--- src/rtl/operand_entry_controller.sv ---
// rtl/operand_entry_controller.sv - switch/button operand capture for the adder datapath
module operand_entry_controller #(
  parameter int DEBOUNCE_CYCLES = 1_000_000
) (
  input  logic       clock_100MHz,
  input  logic       reset,
  input  logic [3:0] sw,
  input  logic       btn_load,
  input  logic       btn_clear,
  output logic [3:0] A,
  output logic [3:0] B,
  output logic       operands_valid,
  output logic [1:0] state,
  output logic       load_pulse
);

  // Counter wide enough to hold DEBOUNCE_CYCLES; the toggle happens on the
  // cycle the count would reach it, so the last stored value is D-1.
  localparam int            CW       = $clog2(DEBOUNCE_CYCLES + 1);
  localparam logic [CW-1:0] CNT_LAST = CW'(DEBOUNCE_CYCLES - 1);

  localparam logic [1:0] ST_WAIT_A = 2'b00;
  localparam logic [1:0] ST_WAIT_B = 2'b01;
  localparam logic [1:0] ST_READY  = 2'b10;

  // Bit positions in the per-button vectors.
  localparam int BTN_LOAD  = 0;
  localparam int BTN_CLEAR = 1;

  logic [3:0]    sw_meta_q, sw_meta_d;
  logic [3:0]    sw_sync_q, sw_sync_d;
  logic [1:0]    btn_meta_q, btn_meta_d;
  logic [1:0]    btn_sync_q, btn_sync_d;
  logic [1:0]    stable_q, stable_d;
  logic [1:0]    stable_prev_q, stable_prev_d;
  logic [1:0]    pulse_q, pulse_d;
  logic [CW-1:0] cnt_q [2];
  logic [CW-1:0] cnt_d [2];
  logic [3:0]    a_q, a_d;
  logic [3:0]    b_q, b_d;
  logic          valid_q, valid_d;
  logic [1:0]    state_q, state_d;

  // Two-stage synchronisers for the switches and both buttons.
  always_comb begin
    sw_meta_d  = sw;
    sw_sync_d  = sw_meta_q;
    btn_meta_d = {btn_clear, btn_load};
    btn_sync_d = btn_meta_q;
  end

  // Debounce: count consecutive samples that disagree with the accepted level
  // and flip the level once the disagreement has lasted DEBOUNCE_CYCLES.
  always_comb begin
    stable_d = stable_q;
    cnt_d[0] = '0;
    cnt_d[1] = '0;
    for (int i = 0; i < 2; i++) begin
      if (btn_sync_q[i] != stable_q[i]) begin
        if (cnt_q[i] == CNT_LAST) begin
          stable_d[i] = ~stable_q[i];
        end else begin
          cnt_d[i] = cnt_q[i] + 1'b1;
        end
      end
    end
  end

  // Rising-edge detect on the debounced levels; releases give no pulse.
  always_comb begin
    stable_prev_d = stable_q;
    pulse_d       = stable_q & ~stable_prev_q;
  end

  // Operand FSM: clear always beats load; encoding 11 recovers like a clear.
  always_comb begin
    a_d     = a_q;
    b_d     = b_q;
    valid_d = valid_q;
    state_d = state_q;
    if (pulse_q[BTN_CLEAR] || (state_q == 2'b11)) begin
      a_d     = 4'h0;
      b_d     = 4'h0;
      valid_d = 1'b0;
      state_d = ST_WAIT_A;
    end else if (pulse_q[BTN_LOAD]) begin
      case (state_q)
        ST_WAIT_A: begin
          a_d     = sw_sync_q;
          state_d = ST_WAIT_B;
        end
        ST_WAIT_B: begin
          b_d     = sw_sync_q;
          valid_d = 1'b1;
          state_d = ST_READY;
        end
        ST_READY: begin
          a_d     = sw_sync_q;
          valid_d = 1'b0;
          state_d = ST_WAIT_B;
        end
        default: begin
          a_d     = 4'h0;
          b_d     = 4'h0;
          valid_d = 1'b0;
          state_d = ST_WAIT_A;
        end
      endcase
    end
  end

  // State registers; everything returns to zero on the asynchronous reset.
  always_ff @(posedge clock_100MHz or posedge reset) begin
    if (reset) begin
      sw_meta_q     <= '0;
      sw_sync_q     <= '0;
      btn_meta_q    <= '0;
      btn_sync_q    <= '0;
      stable_q      <= '0;
      stable_prev_q <= '0;
      pulse_q       <= '0;
      cnt_q[0]      <= '0;
      cnt_q[1]      <= '0;
      a_q           <= '0;
      b_q           <= '0;
      valid_q       <= 1'b0;
      state_q       <= ST_WAIT_A;
    end else begin
      sw_meta_q     <= sw_meta_d;
      sw_sync_q     <= sw_sync_d;
      btn_meta_q    <= btn_meta_d;
      btn_sync_q    <= btn_sync_d;
      stable_q      <= stable_d;
      stable_prev_q <= stable_prev_d;
      pulse_q       <= pulse_d;
      cnt_q[0]      <= cnt_d[0];
      cnt_q[1]      <= cnt_d[1];
      a_q           <= a_d;
      b_q           <= b_d;
      valid_q       <= valid_d;
      state_q       <= state_d;
    end
  end

  assign A              = a_q;
  assign B              = b_q;
  assign operands_valid = valid_q;
  assign state          = state_q;
  assign load_pulse     = pulse_q[BTN_LOAD];

endmodule

--- config.mk ---
export PLATFORM = sky130hd
export DESIGN_NAME = operand_entry_controller
export DESIGN_NICKNAME = d
export VERILOG_FILES = /design/src/rtl/operand_entry_controller.sv
export SDC_FILE = /design/constraint.sdc
export NUM_CORES = 1
export LEC_CHECK = 0
export ABC_AREA = 1
export BUFFER_PORTS_ARGS = -buffer_cell sky130_fd_sc_hd__buf_2
export CORE_ASPECT_RATIO = 1.25
export CORE_UTILIZATION = 35
export CTS_CLUSTER_SIZE = 20
export DETAILED_ROUTE_END_ITERATION = 12
export SETUP_SLACK_MARGIN = 0.2
export SYNTH_ARGS = -nofsm -noshare
export SYNTH_HDL_FRONTEND = slang
export SYNTH_SLANG_ARGS = --single-unit
--- constraint.sdc ---
create_clock -name clock_100MHz -period 2 [get_ports clock_100MHz]
set_input_delay 0.4 -clock clock_100MHz [delete_from_list [all_inputs] [get_ports clock_100MHz]]
set_output_delay 0.4 -clock clock_100MHz [all_outputs]
set_load 0.02 [all_outputs]
# --- Word-level counts from Yosys, hierarchy flattened ---
# Cells that the tools add are included.
# W data, S select, Z words.
word_totals:
  regBits: 69
  input_bits: 8
  out_inout_bits: 12
  word_cells: 55
classes:
  add_sub_neg: 2
  n_eq_ne: 10
  mux: 16
  n_bitwise: 4
  reduce_logical: 9
op_table:
  columns: ["cell", "n"]
  rows:
  - ["$mux W20", 4]
  - ["$add A20 B1 Y20 const B", 2]
  - ["$eq A20 B20 Y1 const B", 2]
  - ["$mux W4", 4]
  - ["$pmux W4 S2", 2]
  - ["$reduce_and A2 Y1", 5]
  - ["$eq A2 B2 Y1 const B", 2]
  - ["$mux W2", 2]
  - ["$ne A2 B2 Y1 const B", 2]
  - ["$pmux W2 S2", 1]
  - ["$and A2 B2 Y2", 1]
  - ["$eq A2 B1 Y1 const B", 1]
  - ["$logic_not A2 Y1", 1]
  - ["$mux W1", 2]
  - ["$ne A1 B1 Y1", 2]
  - ["$ne A2 B1 Y1 const B", 1]
  - ["$not A1 Y1", 2]
  - ["$not A2 Y2", 1]
  - ["$pmux W1 S2", 1]
  - ["$reduce_bool A2 Y1", 1]
  - ["$reduce_or A2 Y1", 1]
  - ["$logic_or A1 B1 Y1", 1]

# --- Depth between registers and ports, before layout ---
logic_depth:
  word_depth: 5
  ltp_mapped: 9
  depth_no_buf: 9

# --- Worst setup path after synthesis ---
# OpenSTA, ideal clock, no wires.
synth_timing:
  kind: "register to register"
  from: "register cnt_q[20] in the netlist's numbering"
  to: "register cnt_q[38] in the netlist's numbering"
  setup_ns: 0.118
  arrival_time_ns: 1.175
  t_required_ns: 1.882
  slack_ns: 0.707
  stages_incl_launch_ff: 9
  path_buffers: 0
  synth_period_minus_slack_ns: 1.293
  cell_sequence: "dfrtp_1 -> ha_1 -> nand2_2 -> nor2_4 -> nand2_2 -> nor2_4 -> a21oi_4 -> inv_2 -> nor2_1"
synth_rtl:
  columns: ["element", "line_no", "text"]
  rows:
  - ["start: declaration", "37", "logic [CW-1:0] cnt_q [2];"]

==> out/results.tsv <==
stage	metric	value	unit
status	status	complete, no violations	
logic_synthesis	seq_area_frac_synth	52.3	%
logic_synthesis	synth_area	3300	um^2
power	p_leak	1.78	nW
logic_synthesis	synth_top_family_by_area	simple AND/OR/NAND/NOR gates	
die	initial_utilization	36.0	%
critical_path	crit_start	cnt_q[0]	
finish	final_cells	533	
grt	grt_pass1_vias	2356	
routing	via_count	2440	
clock_tree	clock_path_buffers	2	
grt	grt_usage	14.1	%
sta	worst_pin_slew	0.538	ns
logic_synthesis	synth_edf_count	0	
critical_path	reg2reg_slack	0.57	ns
grt	grt_pass1_wl	10.7	mm
grt	gr-total-overflow	0	
placed_design	io_buffers	19	
critical_path	path_max_fanout	8	
sta	fin_skew	0.00866	ns
grt	antenna_found_initial	0	
routing	firstDrtPassIters	4	
clock_tree	htreeDepth	3	
logic_synthesis	synthArstFlopShare	100	%
clock_tree	cts_buffers	9	
logic_synthesis	synth_xor_area_share	6.29	%
sta	setup_viol	0	
grt	grt_max_degree	70	
placed_design	dpl.cell_count	517	
finish	antenna_cells	0	
logic_synthesis	synth_ff_type	dfrtp_1	
logic_synthesis	syn_nets	384	
critical_path	arrival	1.64	ns
routing	drt_wl_total	6.16	mm
logic_synthesis	yosys_warnings	0	
critical_path	critPathKind	reg2reg	
logic_synthesis	synth_common_cells	nor2_1, dfrtp_1, nand2_1	
clock_tree	cts.clk_slew.worst_paths	0.06	ns
logic_synthesis	yosysUniqueCellTypes	29	
clock_tree	cts_root_buffer	clkbuf_16	
sta	slew_viol_final	0	
logic_synthesis	synthTopCellsByArea	dfrtp_1, nor2_1, nand2_1	
sta	fin_setup_tns	0	ns
finish	multi_input_area	1430	um^2
clock_tree	clock_latency	0.33	ns
die	die-area	9830	um^2
clock_tree	cts_resized	0	
die	core	9170	um^2
placed_design	globalplace.congestion	0.852	
worst_hold_path	hp-class	in2async	
finish	syn2layout_area_growth	16.8	%
logic_synthesis	yosysMostFrequentCell	nor2_1	
logic_synthesis	synth-compound-area-share	4.51	%
die	fp-row-count	39	
critical_path	worstPathRequired	2.22	ns
sta	period_minus_slack	1.43	ns
logic_synthesis	yosys.area.top_type	dfrtp_1	
sta	hold_viol	0	
clock_tree	holdBufCountCts	0	
logic_synthesis	ys_seq_elements	69	
finish	final-seq-area	1730	um^2
placed_design	hpwl	4.44	mm
power	ir_worst_vdd	0.000336	V
routing	drtIter0Drc	81	
die	ioPinCount	20	
routing	remaining_drc_errors	0	
run	cap_violations	0	
clock_tree	clock-sinks	69	
finish	drive_above_1_share	20.0	%
logic_synthesis	syn_inst	374	
critical_path	r2r_start	cnt_q[0]	
sta	slew_headroom	63.9	%
sta	period_share	71.3	%
finish	n_fill_cell	956	
sta	max_freq	702	MHz
logic_synthesis	synthSimpleGateAreaFrac	31.7	%
clock_tree	cts_tree	done	
power	power_density	778	nW/um^2
logic_synthesis	synth_adder_area_share	0.758	%
logic_synthesis	synthMuxAreaShare	0	%
finish	final_nets	415	
critical_path	crit_path_end_kind	register	
power	finalPower	0.00300	W
logic_synthesis	yosysTopAreaCellShare	52.3	%
clock_tree	postCtsSetupBuffers	0	
sta	rsz0062_at_grt	no	
logic_synthesis	syn_avg_cell_area	8.83	um^2
routing	avgRoutedWirePerCell	11.6	um
routing	detail-route-antenna-nets	0	
die	fp.dieW	88.9	um
critical_path	startpoint_type	register	
die	die_height	111	um
routing	vias_per_cell	4.58	
-- critical path, cell delays in order (launching register included) --
cell and delay (ns):
dfrtp_1 0.37, ha_1 0.21, nand3_2 0.15, nor2_4 0.15, nand3_2 0.18, nand2_2 0.18
nor2_1 0.06
-- routing by layer --
metal	part of all wire [%]	track usage, %	wire length, um
met1	45	18.0	2760
met3	3.9	3.59	241
met5	0	0	0
met2	49	22.3	3030
met4	2.0	6.45	126
-- power breakdown --
part	total, W	switching (W)	internal, W
Sequential	0.00143	0.0000147	0.00142
Clock	0.00149	0.000636	0.000856
Combinational	0.0000793	0.0000550	0.0000244
Total	0.00300	0.000706	0.00230
-- cell type report --
cell class / instances / area share (%)
timing repair buffer: 21 / 3.18
clock inverter: 7 / 1.43
sequential: 69 / 44.7
multi-input combinational: 266 / 37.0
clock buffer: 9 / 5.84
inverter: 38 / 3.79
tap: 123 / 3.99
-- path summary, 6_finish.rpt --
kind | endpoint | cells past startpoint
worst max-delay path | cnt_q[18] | 6
worst min-delay path | btn_meta_q[0] | 3
worst max register to register | cnt_q[18] | 6
worst min register to register | sw_sync_q[2] | 0
max in group asynchronous | cnt_q[39] | 3
min in group clock_100MHz | sw_meta_q[3] | 1
-- cells in the final DEF, fill, tap and decap left out, types with 3 or more instances in the layout --
master     Yosys  final
a21oi_1        6      6
buf_2          0     19
clkbuf_16      0      9
dfrtp_1       69     69
inv_1         34     33
inv_2          4      4
inv_6          0      3
nand2_1       66     66
nand2_2       11     11
nand3_1       26     26
nand3_2        6      6
nor2_1        79     79
nor2_2         7      7
nor2_4         9      9
nor3_1         5      5
o21ai_0       13     13
xnor2_1        6      6
xor2_1        14     14
-- kinds of logic after synthesis --
group | after synthesis
XOR/XNOR | 22
adder cells (fa/ha/maj) | 2
flip-flops | 69
AND/OR/NAND/NOR | 217
AO/OA/AOI/OAI | 25
buffers and inverters | 39
-- sequential cells by signal, indices dropped and copies added (netlist names) --
signal and flops:
B 4, state 2, pulse_q 2, A 4
btn_meta_q 2, cnt_q 40, stable_prev_q 2, sw_sync_q 4
operands_valid 1, stable_prev_d 2, btn_sync_q 2, sw_meta_q 4
-- metrics by stage --
stage	util [%]	instance area, um^2	setup WS, ns	hold slack [ns]
finish	42.1	3860	0.575	0.157
detailed placement	39.0	3580	0.564	0.338
CTS	42.1	3860	0.553	0.158
global route	42.1	3860	0.435	0.160
global placement	39.0	3580	0.608	0.333
floorplan	-	3310	0.707	0.331
Power figures use the tool's default switching activity.
